--- config.mk ---
export PLATFORM = sky130hd
export DESIGN_NAME = button_press_cmd_flat
export DESIGN_NICKNAME = d
export VERILOG_FILES = /design/src/rtl/button_press_cmd_if.sv /design/src/rtl/button_press_cmd.sv /design/src/flat_wrapper.sv
export SDC_FILE = /design/constraint.sdc
export NUM_CORES = 1
export LEC_CHECK = 0
export CORE_UTILIZATION = 31
export CTS_CLUSTER_DIAMETER = 50
export CTS_CLUSTER_SIZE = 12
export DETAILED_ROUTE_END_ITERATION = 8
export MAX_ROUTING_LAYER = met4
export PLACE_DENSITY = 0.44
export SYNTH_ARGS = -nofsm -noshare
export SYNTH_HDL_FRONTEND = slang
export SYNTH_SLANG_ARGS = --single-unit
--- constraint.sdc ---
create_clock -name i_clk_mhz -period 3.3 [get_ports i_clk_mhz]
set_clock_uncertainty 0.1 [all_clocks]
set_input_delay 0.66 -clock i_clk_mhz [delete_from_list [all_inputs] [get_ports i_clk_mhz]]
set_output_delay 0.66 -clock i_clk_mhz [all_outputs]
set_load 0.03 [all_outputs]
--- src/rtl/button_press_cmd_if.sv ---
// Command handshake bundle between button_press_cmd and its consumer.
//   o_cmd_valid  : command available (driven by master)
//   i_cmd_ready  : consumer accepts command (driven by slave)
//   o_cmd_code   : button index 0..3
//   o_cmd_repeat : 0 = initial press, 1 = auto-repeat
//   o_cmd_drop   : one-cycle pulse when an event is discarded
interface button_press_cmd_if;
    logic       o_cmd_valid;
    logic       i_cmd_ready;
    logic [1:0] o_cmd_code;
    logic       o_cmd_repeat;
    logic       o_cmd_drop;

    modport master (
        output o_cmd_valid,
        output o_cmd_code,
        output o_cmd_repeat,
        output o_cmd_drop,
        input  i_cmd_ready
    );

    modport slave (
        input  o_cmd_valid,
        input  o_cmd_code,
        input  o_cmd_repeat,
        input  o_cmd_drop,
        output i_cmd_ready
    );
endinterface

--- src/rtl/button_press_cmd.sv ---
// Turns debounced button levels into press / auto-repeat commands.
// A one-hot button generates a press command; holding it generates a first
// repeat after REPEAT_DELAY_MS and further repeats every REPEAT_RATE_MS.
// Commands leave through a single-entry valid/ready register; events that
// find the register full are discarded and flagged on o_cmd_drop.
//   i_clk_mhz  : clock, rising edge
//   i_rst_mhz  : synchronous active-high reset
//   i_btns_deb : 4 debounced, clock-synchronous button levels
//   cmd        : command handshake (master side)
module button_press_cmd #(
    parameter int unsigned FCLK            = 20000000,
    parameter int unsigned REPEAT_DELAY_MS = 500,
    parameter int unsigned REPEAT_RATE_MS  = 100
) (
    input  logic               i_clk_mhz,
    input  logic               i_rst_mhz,
    input  logic [3:0]         i_btns_deb,
    button_press_cmd_if.master cmd
);

    // 64-bit intermediate: FCLK * ms overflows 32 bits for default values.
    localparam logic [31:0] C_DELAY =
        32'((64'(FCLK) * 64'(REPEAT_DELAY_MS)) / 64'd1000);
    localparam logic [31:0] C_RATE =
        32'((64'(FCLK) * 64'(REPEAT_RATE_MS)) / 64'd1000);

    typedef enum logic [1:0] {
        ST_IDLE,
        ST_HOLD,
        ST_REPEAT,
        ST_WAIT_REL
    } state_t;

    state_t      s_state, s_state_nxt;
    logic [3:0]  s_btns_q;
    logic [3:0]  s_btn_lat, s_btn_lat_nxt;
    logic [31:0] s_timer, s_timer_nxt;

    logic        s_ev;
    logic [1:0]  s_ev_code;
    logic        s_ev_rep;

    logic        s_valid;
    logic [1:0]  s_code;
    logic        s_rep;
    logic        s_drop;

    function automatic logic [1:0] encode(input logic [3:0] onehot);
        logic [1:0] idx;
        idx = 2'd0;
        case (onehot)
            4'b0010: idx = 2'd1;
            4'b0100: idx = 2'd2;
            4'b1000: idx = 2'd3;
            default: idx = 2'd0;
        endcase
        return idx;
    endfunction

    always_ff @(posedge i_clk_mhz) begin
        if (i_rst_mhz) begin
            s_btns_q  <= '0;
            s_state   <= ST_IDLE;
            s_timer   <= '0;
            s_btn_lat <= '0;
        end else begin
            s_btns_q  <= i_btns_deb;
            s_state   <= s_state_nxt;
            s_timer   <= s_timer_nxt;
            s_btn_lat <= s_btn_lat_nxt;
        end
    end

    always_comb begin
        s_state_nxt   = s_state;
        s_timer_nxt   = s_timer;
        s_btn_lat_nxt = s_btn_lat;
        s_ev          = 1'b0;
        s_ev_code     = encode(s_btn_lat);
        s_ev_rep      = 1'b0;
        case (s_state)
            ST_IDLE: begin
                s_timer_nxt = '0;
                if ($onehot(s_btns_q)) begin
                    s_ev          = 1'b1;
                    s_ev_code     = encode(s_btns_q);
                    s_btn_lat_nxt = s_btns_q;
                    s_state_nxt   = ST_HOLD;
                end else if (s_btns_q != '0) begin
                    s_state_nxt = ST_WAIT_REL;
                end
            end
            ST_HOLD, ST_REPEAT: begin
                // A change of buttons wins over a coinciding timer expiry.
                if (s_btns_q != s_btn_lat) begin
                    s_timer_nxt = '0;
                    s_state_nxt = (s_btns_q == '0) ? ST_IDLE : ST_WAIT_REL;
                end else if (s_timer == ((s_state == ST_HOLD) ? C_DELAY - 32'd1
                                                              : C_RATE - 32'd1)) begin
                    s_ev        = 1'b1;
                    s_ev_rep    = 1'b1;
                    s_timer_nxt = '0;
                    s_state_nxt = ST_REPEAT;
                end else begin
                    s_timer_nxt = s_timer + 32'd1;
                end
            end
            ST_WAIT_REL: begin
                s_timer_nxt = '0;
                if (s_btns_q == '0) begin
                    s_state_nxt = ST_IDLE;
                end
            end
            default: begin
                s_timer_nxt = '0;
                s_state_nxt = ST_IDLE;
            end
        endcase
    end

    // Single-entry output register. A transfer in the same cycle as a new
    // event frees the slot, so the event loads without a valid bubble.
    always_ff @(posedge i_clk_mhz) begin
        if (i_rst_mhz) begin
            s_valid <= 1'b0;
            s_code  <= '0;
            s_rep   <= 1'b0;
            s_drop  <= 1'b0;
        end else begin
            s_drop <= 1'b0;
            if (s_ev) begin
                if (!s_valid || cmd.i_cmd_ready) begin
                    s_valid <= 1'b1;
                    s_code  <= s_ev_code;
                    s_rep   <= s_ev_rep;
                end else begin
                    s_drop <= 1'b1;
                end
            end else if (cmd.i_cmd_ready) begin
                s_valid <= 1'b0;
            end
        end
    end

    assign cmd.o_cmd_valid  = s_valid;
    assign cmd.o_cmd_code   = s_code;
    assign cmd.o_cmd_repeat = s_rep;
    assign cmd.o_cmd_drop   = s_drop;

endmodule

--- src/flat_wrapper.sv ---
// flat-port wrapper written by rule: the top's interface ports become plain ports
module button_press_cmd_flat 
#(
    parameter int unsigned FCLK            = 20000000,
    parameter int unsigned REPEAT_DELAY_MS = 500,
    parameter int unsigned REPEAT_RATE_MS  = 100
)
  (i_clk_mhz, i_rst_mhz, i_btns_deb, cmd_o_cmd_valid, cmd_o_cmd_code, cmd_o_cmd_repeat, cmd_o_cmd_drop, cmd_i_cmd_ready);
  button_press_cmd_if cmd_i ();
  input  logic i_clk_mhz;
  input  logic i_rst_mhz;
  input  logic [3:0] i_btns_deb;
  output wire logic [$bits(cmd_i.o_cmd_valid)-1:0] cmd_o_cmd_valid;
  output wire logic [$bits(cmd_i.o_cmd_code)-1:0] cmd_o_cmd_code;
  output wire logic [$bits(cmd_i.o_cmd_repeat)-1:0] cmd_o_cmd_repeat;
  output wire logic [$bits(cmd_i.o_cmd_drop)-1:0] cmd_o_cmd_drop;
  input wire logic [$bits(cmd_i.i_cmd_ready)-1:0] cmd_i_cmd_ready;
  assign cmd_o_cmd_valid = cmd_i.o_cmd_valid;
  assign cmd_o_cmd_code = cmd_i.o_cmd_code;
  assign cmd_o_cmd_repeat = cmd_i.o_cmd_repeat;
  assign cmd_o_cmd_drop = cmd_i.o_cmd_drop;
  assign cmd_i.i_cmd_ready = cmd_i_cmd_ready;
  button_press_cmd #(.FCLK(FCLK), .REPEAT_DELAY_MS(REPEAT_DELAY_MS), .REPEAT_RATE_MS(REPEAT_RATE_MS)) u_core (.i_clk_mhz(i_clk_mhz), .i_rst_mhz(i_rst_mhz), .i_btns_deb(i_btns_deb), .cmd(cmd_i));
endmodule
==> results of run 1 <==
==> registers in the layout, indices dropped and copies added (netlist names) <==
register / cells
u_core.s_btns_q: 4
u_core.s_state: 2
u_core.cmd.o_cmd_code: 2
u_core.s_btn_lat: 4
u_core.s_timer: 32
u_core.cmd.o_cmd_repeat: 1
u_core.cmd.o_cmd_drop: 1
u_core.cmd.o_cmd_valid: 1
==> power by group <==
part	internal [uW]	total [uW]	switching [uW]
Sequential	599	628	29.1
Clock	149	338	189
Combinational	134	319	185
Total	882	1290	403
==> stage by stage <==
| step | total power, uW | area, um^2 | utilization |
|---|---|---|---|
| finish | 1285 | 2744 | 0.3569 |
| global route | 1367 | 2744 | 0.3569 |
| CTS | 1306 | 2744 | 0.3569 |
| detailed placement | 961.8 | 2663 | 0.3464 |
| global placement | 963.0 | 2663 | 0.3464 |
| floorplan | 876.9 | 2454 | - |
==> critical path: stages, from the launching register on <==
cell                       delay [ps]
sky130_fd_sc_hd__dfxtp_1          420
sky130_fd_sc_hd__inv_1             90
sky130_fd_sc_hd__ha_1             300
sky130_fd_sc_hd__ha_1             190
sky130_fd_sc_hd__fa_1             440
sky130_fd_sc_hd__and4bb_2         480
sky130_fd_sc_hd__o211ai_1         170
sky130_fd_sc_hd__o41a_1           130
sky130_fd_sc_hd__or4_1            390
sky130_fd_sc_hd__a31oi_1          130
==> logic make-up (layout without fill, tap and decap cells) <==
group                    after synthesis  count (layout)  share of synthesized area
AND/OR/NAND/NOR                      145             145                     0.3100
flip-flops                            47              47                     0.3835
XOR/XNOR                              35              35                     0.1249
AO/OA/AOI/OAI                         26              26                    0.06731
buffers and inverters                 19              32                    0.03621
adder cells (fa/ha/maj)               13              13                    0.06935
multiplexers                           2               2                   0.008669
==> cell usage in the layout (no fill, tap or decap), drive strengths merged, types with 3 or more instances in the layout <==
| master | instances |
|---|---|
| clkdlybuf4s50 | 11 |
| nor3 | 13 |
| inv | 10 |
| buf | 3 |
| and3 | 9 |
| o21ai | 3 |
| nor2 | 41 |
| nand4 | 8 |
| nand2b | 3 |
| nand2 | 30 |
| clkbuf | 7 |
| xnor2 | 23 |
| nor2b | 5 |
| nor4 | 11 |
| a21oi | 9 |
| dfxtp | 47 |
| nand3 | 10 |
| xor2 | 12 |
| or4 | 5 |
| and4 | 4 |
| ha | 12 |
| a31oi | 4 |
==> cell type report <==
cell class	instances	area (um^2)
multi-input combinational	221	1424
sequential	47	940.9
inverter	10	37.54
fill	821	4943
clock inverter	1	5.005
timing repair buffer	14	132.6
clock buffer	7	76.32
tap	102	127.6
==> worst max path at each step <==
stage | start | endpoint | depth (start not counted)
floorplan | u_core.s_btns_q[2] | u_core.cmd.o_cmd_code[1] | 10
global placement | u_core.s_btns_q[2] | u_core.cmd.o_cmd_code[1] | 9
detailed placement | u_core.s_btns_q[2] | u_core.cmd.o_cmd_code[1] | 9
CTS | u_core.s_btns_q[2] | u_core.cmd.o_cmd_code[1] | 9
global route | u_core.s_btns_q[2] | u_core.cmd.o_cmd_code[1] | 9
finish | u_core.s_btns_q[2] | u_core.cmd.o_cmd_code[1] | 9
==> routing by layer <==
layer,wire length (um),GRT usage,vias to the layer above,share of wire
met5,0,-,-,0
met1,2746,0.1744,893,0.52
met4,88,0.05159,0,0.017
li1,-,-,1013,-
met3,90,0.02261,8,0.017
met2,2306,0.2172,14,0.44
==> run metrics, run 1 <==
worst slack at placement 400.4 ps; class of the tightest hold or removal check register to register; WL/cell between 10 and 15 um; Reg2Reg Setup Slack ~380 ps; Max Buffers Root-to-Sink 2; number of buffers created by CTS 5; first-iteration detailed-routing DRC count 83; clock-pin slew reported for the worst setup and hold paths after clock tree synthesis about 90 ps; Crit Path Category register to register; Synthesized Nets ~310; first-pass GRT wire length 8797 um; floorplan die height between 90 and 100 um; critical register-to-register path startpoint u_core.s_btns_q[2]; # setup viols final 0; post-synthesis cell count roughly 290; async set-or-reset flop fraction in the synthesized netlist 0; drt total wl approximately 5200 um; die width about 90 um; layout cells sized above 1 0.06000; largest voltage drop on the vdd net roughly 190 uV; register bit total from synthesis 47; CP Launch Type register; routability cong. about 0.75; combined area of all synthesized cells about 0.0025 mm^2; number of violations of the max-capacitance limit 0; logic depth of the worst register-to-register path 9; start point of the worst min-delay path u_core.s_timer[0]; number of nets with antenna violations after routing 0; post-route minimum period slightly below 3000 ps; ranking of synthesized cells by area sky130_fd_sc_hd__dfxtp_1 (38%), sky130_fd_sc_hd__xnor2_1 (8.2%), sky130_fd_sc_hd__nor2_1 (6.3%); number of setup buffers added after CTS 0; root buffer cell sky130_fd_sc_hd__clkbuf_8; count of flip-flops with a built-in enable after synthesis 0; number of hold-slack violations in the final timing report 0; count of H-tree levels built during CTS 2; antenna violations before repair 0; total global routing track utilization 0.1368; fin nets approximately 320; Pleak approximately 0.00091 uW; Ant. Diodes 0; most used standard cells in the synthesized netlist sky130_fd_sc_hd__dfxtp_1 (47), sky130_fd_sc_hd__nor2_1 (41), sky130_fd_sc_hd__nand2_1 (30), sky130_fd_sc_hd__xnor2_1 (23), sky130_fd_sc_hd__nor3_1 (13); synthesized area per cell 8.549 um^2; Synth cell types 40; maximum frequency from static timing analysis between 300 and 400 MHz; status finished, final reports clean; most common cell in the synthesized netlist sky130_fd_sc_hd__dfxtp_1; area of the die between 0.008 and 0.009 mm^2; total I/O pin count 12; insertion delay of the later-clocked pin in the worst-skew pair ~300 ps; area added between synthesis and finish 11.83%; max-slew headroom at the worst pin 0.6050; sequential element share of the synthesized area 0.3835; Hold Buf Count CTS 0; final max-slew violation count 0; I/O Buffers 11; CP Data Required Time 3440 ps; starting density of the core 0.3192; final std cells w/o fill 402; RSZ-0062 raised after global routing false; number of instances on the worst hold path 1; Period Utilization, post-route 0.8837; Top FF cell, synth sky130_fd_sc_hd__dfxtp_1; remaining design rule violation count 0; global route total overflow 0; CTS sink cnt 47; number of global-route vias before repair roughly 1900; total number of vias slightly below 2000; Ys Warns 0; share of Yosys cell area claimed by the top area cell type 0.3835; final hold slack approximately 370 ps; post-cts gate resize count 0; minimum setup slack in the final design 383.8 ps; slew at the pin closest to its max-slew limit between 500 and 600 ps; TritonCTS clock tree built; category of the worst setup path capture point register; cell count after placement between 300 and 400; Hold Path Sink u_core.s_timer[0]; row count 32; Reg2Reg Capture Point u_core.cmd.o_cmd_code[1]; worst endpoint data arrival time 3050 ps; crit path max fanout 12; largest net degree at the start of global routing 17; power density normalized to cell area ~470 mW/mm^2; placed wire-length estimate 3771 um; floorplan core area between 0.007 and 0.008 mm^2; vias per std cell 4.796; setup TNS after final layout 0 ps; cell type with the highest aggregate area in the netlist sky130_fd_sc_hd__dfxtp_1; first-pass iteration count of the detailed router 4
(Power assumes the default switching activity.)
==> run 2: changes to the inputs <==
==> constraint.sdc (replaced) <==
create_clock -name i_clk_mhz -period 2.9 [get_ports i_clk_mhz]
set_clock_uncertainty 0.1 [all_clocks]
set_input_delay 0.58 -clock i_clk_mhz [delete_from_list [all_inputs] [get_ports i_clk_mhz]]
set_output_delay 0.58 -clock i_clk_mhz [all_outputs]
set_load 0.03 [all_outputs]
==> run 2 against run 1 <==
Effect of this change:
- total power up 15%
- clock-buffer cell count is the same
- cell count up 0.50%
- largest power group unchanged
==> run metrics, run 2 (same netlist as run 1, synthesis figures left out) <==
Ant. Diodes 0 (unchanged); total number of vias 1960 (+1.7%); final max-slew violation count 0 (unchanged); Filler Cell Count 826 (+0.61%); RSZ-0062 raised after global routing false; global-route track usage on met2 0.2115 (-0.005682); number of setup buffers added after CTS 0 (unchanged); first-iteration detailed-routing DRC count 52 (-37%); power density normalized to cell area 535.9 mW/mm^2 (+14%); I/O Buffers 11 (unchanged); global route total overflow 0 (unchanged); CP Data Required Time 3040 ps (-400 ps); WL/cell 12.87 um (-1.1%); setup TNS after final layout 0 ps (unchanged); routing usage on met3 0.03099 (+0.008375); Crit Path Category register to register; first-pass GRT wire length 8866 um (+0.78%); post-placement cell area 0.002678 mm^2 (+0.56%); TritonCTS clock tree built; layout cells sized above 1 0.07285 (+0.01285); placed wire-length estimate 3707 um (-1.7%); GR met1 Demand/Resource 0.1790 (+0.004564); number of hold-slack violations in the final timing report 0 (unchanged); number of buffers created by CTS 5 (unchanged); largest net degree at the start of global routing 30 (+13); clock-pin slew reported for the worst setup and hold paths after clock tree synthesis 90 ps (about the same); top flop regs u_core.s_timer x32, u_core.s_btn_lat x4, u_core.s_btns_q x4; largest voltage drop on the vdd net 163.0 uV (-13%); total I/O pin count 12 (unchanged); number of violations of the max-capacitance limit 0 (unchanged); CTS sink cnt 47 (unchanged); Period Utilization, post-route 0.9306 (+0.04694); final hold slack 367.8 ps (-5.652 ps); count of H-tree levels built during CTS 2 (unchanged); starting density of the core 0.3192 (unchanged); max-slew headroom at the worst pin 0.6405 (+0.03548); Register Area 943.4 um^2 (+0.27%); number of flip-flops in the largest register 32 (unchanged); floorplan die height 90.97 um (unchanged); fin nets 321 (+0.63%); worst slack at placement 119.3 ps (-281.1 ps); Pleak 0.0009202 uW (+1.4%); area added between synthesis and finish 12.70%; antenna violations before repair 0 (unchanged); drt total wl 5199 um (-0.61%); Max Buffers Root-to-Sink 2 (unchanged); vias per std cell 4.851 (+1.2%); insertion delay of the later-clocked pin in the worst-skew pair 300 ps (about the same); remaining design rule violation count 0 (unchanged); post-route minimum period 2699 ps (-217.4 ps); worst endpoint data arrival time 2830 ps (-220 ps); commonest non-fill, non-tap cells in the layout sky130_fd_sc_hd__dfxtp_1 (45), sky130_fd_sc_hd__nor2_1 (41), sky130_fd_sc_hd__nand2_1 (30); slew at the pin closest to its max-slew limit 537.6 ps (-53.06 ps); # setup viols final 0 (unchanged); root buffer cell sky130_fd_sc_hd__clkbuf_8; minimum setup slack in the final design 201.1 ps (-182.6 ps); status finished, final reports clean; number of nets with antenna violations after routing 0 (unchanged); global routing's busiest layer met2; CP Launch Type register; area used by multi-input combinational logic 0.001428 mm^2 (+0.26%); crit path max fanout 8 (-4); first-pass iteration count of the detailed router 4 (unchanged); maximum frequency from static timing analysis 370.5 MHz (+8.1%); register containing the most flip-flops in the final layout u_core.s_timer; area of the die 0.008275 mm^2 (unchanged); leading cell type in the layout, fill and taps excluded sky130_fd_sc_hd__dfxtp_1; row count 32 (unchanged); category of the worst setup path capture point register; number of global-route vias before repair 1869 (+0.86%); die width 90.97 um (unchanged); post-route design area 0.002765 mm^2 (+0.78%); floorplan core area 0.007687 mm^2 (unchanged); total global routing track utilization 0.1380 (+0.001220); class of the tightest hold or removal check register to register; routability cong. 0.7813 (+4.6%)
[run 2: cell type report]
type | instances | area share
multi-input cells | 221 | 0.5163
flip-flops and latches | 47 | 0.3412
repair buffers | 16 | 0.05339
well taps | 102 | 0.04615
clock buffers | 7 | 0.02760
inverters | 10 | 0.01357
clock inverters | 1 | 0.001810
[run 2: final timing paths]
check | cells past startpoint | from | slack (ps) | to
worst max-delay path | 8 | u_core.s_btns_q[0] | 200 | u_core.cmd.o_cmd_code[1]
worst min-delay path | 1 | u_core.s_timer[0] | 370 | u_core.s_timer[0]
worst min register to register | 1 | u_core.s_timer[0] | 370 | u_core.s_timer[0]
worst max register to register | 8 | u_core.s_btns_q[0] | 200 | u_core.cmd.o_cmd_code[1]
[run 2: where the power goes]
group / switching (uW) / internal (uW)
registers: 30.9 / 682
clock network: 225 / 170
logic: 214 / 160
total: 470 / 1010
[run 2: layer usage]
metal	vias to the layer above	part of all wire
met1	913	0.53
met5	-	0
met2	20	0.43
met4	0	0.015
met3	10	0.022
li1	1017	-
[run 2: worst max-delay path, cell delays in order (launching register included)]
cell and delay (ps):
sky130_fd_sc_hd__dfxtp_2 360, sky130_fd_sc_hd__inv_1 60, sky130_fd_sc_hd__ha_1 290, sky130_fd_sc_hd__ha_1 210, sky130_fd_sc_hd__fa_1 500, sky130_fd_sc_hd__and4bb_4 230
sky130_fd_sc_hd__o41a_1 360, sky130_fd_sc_hd__or4_1 390, sky130_fd_sc_hd__a31oi_1 130
[run 2: stage by stage]
step / std cells / power (uW) / utilization
4_1_cts: 404 / 1501 / 0.3589
6_report: 404 / 1482 / 0.3597
3_3_place_gp: 396 / 1103 / 0.3483
5_1_grt: 404 / 1579 / 0.3597
2_1_floorplan: 287 / 997.8 / -
3_5_place_dp: 396 / 1102 / 0.3483
[run 2: repair_timing]
| item | 4_1_cts | 5_1_grt |
|---|---|---|
| endpoints found under the setup margin | 0 | 2 |
| resized for setup | 0 | 3 |
| hold buffers | 0 | 0 |
